### src/rtl/banco_registradores_pkg.sv
// banco_registradores_pkg: shared datapath widths and the hardwired-zero register address.
package banco_registradores_pkg;
    localparam int LARGURA_PADRAO     = 8;
    localparam int NUM_REGS_PADRAO    = 8;
    localparam int LARGURA_END_PADRAO = $clog2(NUM_REGS_PADRAO);
    localparam int REG_ZERO           = 0;
endpackage

### src/rtl/banco_registradores_if.sv
// banco_registradores_if: write, operand and debug signals between the datapath and the register file.
interface banco_registradores_if
    import banco_registradores_pkg::*;
#(
    parameter int LARGURA     = LARGURA_PADRAO,
    parameter int NUM_REGS    = NUM_REGS_PADRAO,
    parameter int LARGURA_END = LARGURA_END_PADRAO
);
    logic                   EscritaHabilitada;
    logic [LARGURA_END-1:0] EnderecoEscrita;
    logic [LARGURA-1:0]     DadoEscrita;
    logic [LARGURA_END-1:0] EnderecoLeitura1;
    logic [LARGURA_END-1:0] EnderecoLeitura2;
    logic [LARGURA_END-1:0] EnderecoDepuracao;
    logic [LARGURA-1:0]     DadoLeitura1;
    logic [LARGURA-1:0]     DadoLeitura2;
    logic [LARGURA-1:0]     DadoDepuracao;
    logic [NUM_REGS-1:0]    RegistrosEscritos;

    modport master (
        output EscritaHabilitada, EnderecoEscrita, DadoEscrita,
        output EnderecoLeitura1, EnderecoLeitura2, EnderecoDepuracao,
        input  DadoLeitura1, DadoLeitura2, DadoDepuracao, RegistrosEscritos
    );
    modport slave (
        input  EscritaHabilitada, EnderecoEscrita, DadoEscrita,
        input  EnderecoLeitura1, EnderecoLeitura2, EnderecoDepuracao,
        output DadoLeitura1, DadoLeitura2, DadoDepuracao, RegistrosEscritos
    );
endinterface

### src/rtl/banco_registradores_porta_leitura_bypass.sv
// porta_leitura_bypass: one operand read port with reg-0 forcing and same-cycle write forwarding.
module porta_leitura_bypass
    import banco_registradores_pkg::*;
#(
    parameter int LARGURA     = LARGURA_PADRAO,
    parameter int NUM_REGS    = NUM_REGS_PADRAO,
    parameter int LARGURA_END = LARGURA_END_PADRAO,
    parameter bit BYPASS      = 1'b1
) (
    input  logic [NUM_REGS-1:0][LARGURA-1:0] regs_i,
    input  logic [LARGURA_END-1:0]           endereco_i,
    input  logic                             escrita_i,
    input  logic [LARGURA_END-1:0]           endereco_escrita_i,
    input  logic [LARGURA-1:0]               dado_escrita_i,
    output logic [LARGURA-1:0]               dado_o
);
    logic [LARGURA-1:0] armazenado;
    logic               encaminha;

    // escrita_i is already qualified by reset and the non-zero destination
    assign armazenado = (endereco_i == LARGURA_END'(REG_ZERO)) ? '0 : regs_i[endereco_i];
    assign encaminha  = BYPASS && escrita_i && (endereco_i == endereco_escrita_i);
    assign dado_o     = encaminha ? dado_escrita_i : armazenado;
endmodule

### src/rtl/banco_registradores.sv
// banco_registradores: 8x8 register file, reg 0 hardwired to zero, two bypassed read ports,
// an unbypassed debug port and a sticky per-register written bitmap.
module banco_registradores
    import banco_registradores_pkg::*;
#(
    parameter int                LARGURA     = LARGURA_PADRAO,
    parameter int                NUM_REGS    = NUM_REGS_PADRAO,
    parameter int                LARGURA_END = $clog2(NUM_REGS),
    parameter bit                BYPASS      = 1'b1,
    parameter logic [LARGURA-1:0] VALOR_RESET = '0
) (
    input logic                 Clock,
    input logic                 Reset,
    banco_registradores_if.slave bus
);
    logic [NUM_REGS-1:0][LARGURA-1:0] regs_q, regs_d;
    logic [NUM_REGS-1:0]              escritos_q, escritos_d;
    logic                             escrita, encaminha;

    assign escrita   = bus.EscritaHabilitada && (bus.EnderecoEscrita != LARGURA_END'(REG_ZERO));
    assign encaminha = escrita && !Reset;

    always_comb begin
        regs_d     = regs_q;
        escritos_d = escritos_q;
        if (escrita) begin
            regs_d[bus.EnderecoEscrita]     = bus.DadoEscrita;
            escritos_d[bus.EnderecoEscrita] = 1'b1;
        end
    end

    // reg 0 is only ever loaded at reset; the read paths force it to zero regardless
    always_ff @(posedge Clock) begin
        if (Reset) begin
            for (int i = 0; i < NUM_REGS; i++) regs_q[i] <= (i == 0) ? '0 : VALOR_RESET;
            escritos_q <= '0;
        end else begin
            regs_q     <= regs_d;
            escritos_q <= escritos_d;
        end
    end

    porta_leitura_bypass #(
        .LARGURA(LARGURA), .NUM_REGS(NUM_REGS), .LARGURA_END(LARGURA_END), .BYPASS(BYPASS)
    ) u_porta1 (
        .regs_i(regs_q), .endereco_i(bus.EnderecoLeitura1), .escrita_i(encaminha),
        .endereco_escrita_i(bus.EnderecoEscrita), .dado_escrita_i(bus.DadoEscrita),
        .dado_o(bus.DadoLeitura1)
    );

    porta_leitura_bypass #(
        .LARGURA(LARGURA), .NUM_REGS(NUM_REGS), .LARGURA_END(LARGURA_END), .BYPASS(BYPASS)
    ) u_porta2 (
        .regs_i(regs_q), .endereco_i(bus.EnderecoLeitura2), .escrita_i(encaminha),
        .endereco_escrita_i(bus.EnderecoEscrita), .dado_escrita_i(bus.DadoEscrita),
        .dado_o(bus.DadoLeitura2)
    );

    assign bus.DadoDepuracao     = (bus.EnderecoDepuracao == LARGURA_END'(REG_ZERO)) ? '0 : regs_q[bus.EnderecoDepuracao];
    assign bus.RegistrosEscritos = escritos_q;
endmodule

### src/flat_wrapper.sv
// flat-port wrapper written by rule: the top's interface ports become plain ports
module banco_registradores_flat import banco_registradores_pkg::*;
#(
    parameter int                LARGURA     = LARGURA_PADRAO,
    parameter int                NUM_REGS    = NUM_REGS_PADRAO,
    parameter int                LARGURA_END = $clog2(NUM_REGS),
    parameter bit                BYPASS      = 1'b1,
    parameter logic [LARGURA-1:0] VALOR_RESET = '0
)
  (Clock, Reset, bus_EscritaHabilitada, bus_EnderecoEscrita, bus_DadoEscrita, bus_EnderecoLeitura1, bus_EnderecoLeitura2, bus_EnderecoDepuracao, bus_DadoLeitura1, bus_DadoLeitura2, bus_DadoDepuracao, bus_RegistrosEscritos);
  banco_registradores_if #(.LARGURA(LARGURA), .NUM_REGS(NUM_REGS), .LARGURA_END(LARGURA_END)) bus_i ();
  input logic Clock;
  input logic Reset;
  input wire logic [$bits(bus_i.EscritaHabilitada)-1:0] bus_EscritaHabilitada;
  input wire logic [$bits(bus_i.EnderecoEscrita)-1:0] bus_EnderecoEscrita;
  input wire logic [$bits(bus_i.DadoEscrita)-1:0] bus_DadoEscrita;
  input wire logic [$bits(bus_i.EnderecoLeitura1)-1:0] bus_EnderecoLeitura1;
  input wire logic [$bits(bus_i.EnderecoLeitura2)-1:0] bus_EnderecoLeitura2;
  input wire logic [$bits(bus_i.EnderecoDepuracao)-1:0] bus_EnderecoDepuracao;
  output wire logic [$bits(bus_i.DadoLeitura1)-1:0] bus_DadoLeitura1;
  output wire logic [$bits(bus_i.DadoLeitura2)-1:0] bus_DadoLeitura2;
  output wire logic [$bits(bus_i.DadoDepuracao)-1:0] bus_DadoDepuracao;
  output wire logic [$bits(bus_i.RegistrosEscritos)-1:0] bus_RegistrosEscritos;
  assign bus_i.EscritaHabilitada = bus_EscritaHabilitada;
  assign bus_i.EnderecoEscrita = bus_EnderecoEscrita;
  assign bus_i.DadoEscrita = bus_DadoEscrita;
  assign bus_i.EnderecoLeitura1 = bus_EnderecoLeitura1;
  assign bus_i.EnderecoLeitura2 = bus_EnderecoLeitura2;
  assign bus_i.EnderecoDepuracao = bus_EnderecoDepuracao;
  assign bus_DadoLeitura1 = bus_i.DadoLeitura1;
  assign bus_DadoLeitura2 = bus_i.DadoLeitura2;
  assign bus_DadoDepuracao = bus_i.DadoDepuracao;
  assign bus_RegistrosEscritos = bus_i.RegistrosEscritos;
  banco_registradores #(.LARGURA(LARGURA), .NUM_REGS(NUM_REGS), .LARGURA_END(LARGURA_END), .BYPASS(BYPASS), .VALOR_RESET(VALOR_RESET)) u_core (.Clock(Clock), .Reset(Reset), .bus(bus_i));
endmodule
### config.mk
export PLATFORM = sky130hd
export DESIGN_NAME = banco_registradores_flat
export DESIGN_NICKNAME = d
export VERILOG_FILES = /design/src/rtl/banco_registradores_pkg.sv /design/src/rtl/banco_registradores_if.sv /design/src/rtl/banco_registradores_porta_leitura_bypass.sv /design/src/rtl/banco_registradores.sv /design/src/flat_wrapper.sv
export SDC_FILE = /design/constraint.sdc
export NUM_CORES = 1
export LEC_CHECK = 0
export CAP_MARGIN = 20
export CORE_MARGIN = 4
export CORE_UTILIZATION = 56
export DETAILED_ROUTE_END_ITERATION = 12
export HOLD_SLACK_MARGIN = 0.1
export PLACE_DENSITY_LB_ADDON = 0.25
export SETUP_SLACK_MARGIN = 0.2
export SLEW_MARGIN = 30
export SYNTH_ARGS = -nofsm -noshare
export SYNTH_HDL_FRONTEND = slang
export SYNTH_HIERARCHICAL = 1
export SYNTH_SLANG_ARGS = --single-unit
### constraint.sdc
create_clock -name Clock -period 2.4 [get_ports Clock]
set_clock_uncertainty 0.15 [all_clocks]
set_input_delay 0.36 -clock Clock [delete_from_list [all_inputs] [get_ports Clock]]
set_output_delay 0.36 -clock Clock [all_outputs]
set_load 0.02 [all_outputs]
==> summary.txt <==
outcome = finished clean
clk root buf = clkbuf_8
clock slew at reported path FFs = 0.07 ns
Sw Share = 0.291
io pins = 55
CP Data Required Time = 1.89 ns
syn avg cell area = 10.2 um^2
FF+latch count, synth = 72
first-pass GRT wire length = 20700 um
synth top area cells = dfxtp_1 33%, mux2i_1 13%, mux4_1 9.7%, mux4_2 8.3%, nand2_1 5.6%
CTS hold repair buffers = 0
Design Area, Final = 5540 um^2
placed cells = 587
Std-Cell Rows = 31
Die ar. = 9200 um^2
post-synthesis cell type count = 31
largest net degree at the start of global routing = 73
vias in the first global route = 3824
clock latency on the worst-skew pair = 0.34 ns
worst hold path endpoint = u_core/bus.RegistrosEscritos[0]
crit path launch type = input port
synthesized instance count = 424
Antenna Nets Post-Route = 0
die extent in x = 95.9 um
Power Total = 2.62 mW
R2R cell count = 2
power per cell area = 473 nW/um^2
core area = 7370 um^2
sequential share of power = 0.474
dpl ws = -0.662 ns
Setup-failing EPs final = 0
leakage power = 2.25 nW
post-route non-filler standard cell count = 611
critical path start-end classification = input port to output pin
Combinational Power Share = 0.209
clock power share = 0.317
# clock sinks = 72
Max Slew Vio Count = 0
max frequency = 450 MHz
# H-tree levels = 3
R2R setup slack = 1.53 ns
Net Sw Power = 764 uW
RSZ-0062 raised after global routing = true
routed vias/inst = 6.49
Placer Congestion = 0.889
Net Count, Synth = 447
CTS tree = done
Detailed Routing Iterations Pass 1 = 5
Synth Cell Area = 4330 um^2
Worst R2R End = u_core/regs_q[50]
Seq/Total Area, Yosys = 0.333
Overall Global Routing Usage = 0.307
Final min period = 2.22 ns
Ys Warns = 6
worst min-delay path startpoint = u_core/bus.RegistrosEscritos[0]
Vias = 3966
initial core utilization = 0.587
Final nets = 532
layout cells sized above 1 = 0.355
most frequent cells in the layout = 66 x dfxtp_1, 64 x nand2_1, 52 x mux2i_1
hold crit path type = flop to flop
commonest non-fill, non-tap cell in the layout = dfxtp_1
Synth area leader = dfxtp_1
worst-margin pin slew = 0.746 ns
Relative slew margins = 0.503
estimated wirelength of the detail-placed design = 8820 um
worst reg2reg path startpoint = u_core/regs_q[50]
final worst slack = 0.180 ns
Critical Path Fanout Max = 9
WHS = 0.316 ns
Layout area overhead = 28.1%
Die Y = 95.9 um
Final Util = 0.752
crit path DAT = 1.71 ns
drt total wl = 14000 um
port bufs = 54
Max Cap Viol = 0
Fin. Hold Viols = 0
initial antenna violation count = 0
initial DRC count = 423
Peak supply drop = 0.403 mV
Antenna Diode Count = 0
DRC errors left = 0
Worst setup EP type = output pin
Synth top area share = 0.333
routed length per instance = 22.9 um
gr ovfl total = 0
cell-internal power = 1.86 mW
total CTS buffers = 9
period utilization = 0.925
worst hold path cell count = 1
TNS Setup = 0 ns
placed cell areas = 5190 um^2
Max Root-Sink Buffers = 2
## layer usage
| metal | vias up | global-route usage | share of wire |
|---|---|---|---|
| li1 | 1726 | - | - |
| met1 | 1914 | 0.383 | 0.37 |
| met2 | 265 | 0.491 | 0.46 |
| met3 | 61 | 0.0711 | 0.11 |
| met4 | 0 | 0.169 | 0.054 |
| met5 | - | 0 | 0 |
## how the worst max path moves through the flow
stage                        startpoint                    to  slack, ns  cells past startpoint
5_1_grt               u_core/regs_q[40]   bus_DadoLeitura2[0]       0.14                      4
4_1_cts        bus_EnderecoDepuracao[0]  bus_DadoDepuracao[5]       0.14                      7
2_1_floorplan                     Reset   bus_DadoLeitura1[0]       0.24                      5
3_3_place_gp   bus_EnderecoDepuracao[0]  bus_DadoDepuracao[5]      -0.65                      7
3_5_place_dp   bus_EnderecoDepuracao[0]  bus_DadoDepuracao[5]      -0.66                      7
6_report        bus_EnderecoLeitura2[0]   bus_DadoLeitura2[4]       0.18                      6
## layout make-up
cell class / instances / area, um^2
clock buffers: 10 / 138
clock inverters: 4 / 22.5
fillers: 524 / 1830
inverters: 16 / 60.1
multi-input cells: 299 / 2770
flip-flops and latches: 72 / 1450
well taps: 99 / 124
repair buffers: 111 / 981
## state kept, by name (all words and copies together) (netlist names)
register / cells
u_core/bus.RegistrosEscritos: 8
u_core/regs_q: 64
## worst max-delay path, cell delays in order
cell     delay (ns)
buf_4          0.14
buf_12         0.16
mux4_1         0.56
mux2i_1        0.20
o22ai_2        0.11
buf_4          0.17
## synthesized netlist by cell type
cell       n
dfxtp_1   72
clkbuf_1   8
mux4_1    16
nand2_1   64
and2_1     1
o22ai_1   16
a221oi_1  11
buf_1      2
buf_2     13
mux2_2     5
nor3b_1    1
mux4_2    16
inv_1     16
and4b_1    3
a41o_1     2
and4bb_2   3
buf_12     4
mux2_4     3
and4_1     1
nand4b_1   3
clkbuf_2   1
xnor2_1    6
nor3_1     3
buf_6      6
mux2i_1   56
a221oi_2   5
buf_4      3
a21oi_1   32
nor2b_1   11
nand4_1    3
nor2_1    38
## power groups by stage
stage | logic, mW | clock network (mW) | registers [mW]
2_1_floorplan | 0.286 | 0 | 1.26
3_3_place_gp | 0.481 | 0 | 1.26
3_5_place_dp | 0.488 | 0 | 1.27
4_1_cts | 0.515 | 0.846 | 1.24
5_1_grt | 0.572 | 0.903 | 1.24
6_report | 0.548 | 0.832 | 1.24
## kinds of logic (layout without fill, tap and decap cells)
kind of cell / after synthesis / after routing / share of synthesized area
AND/OR/NAND/NOR: 131 / 131 / 0.139
multiplexers: 96 / 96 / 0.333
flip-flops: 72 / 72 / 0.333
AO/OA/AOI/OAI: 66 / 66 / 0.104
buffers and inverters: 53 / 141 / 0.0781
XOR/XNOR: 6 / 6 / 0.0121
## what timing repair did
item | 4_1_cts | 5_1_grt
pin swaps | 7 | 5
setup endpoints to repair | 24 | 23
gates cloned | 2 | 2
resized for setup | 169 | 37
setup buffers | 5 | 1
No activity file was read; power rests on OpenSTA's default activity.
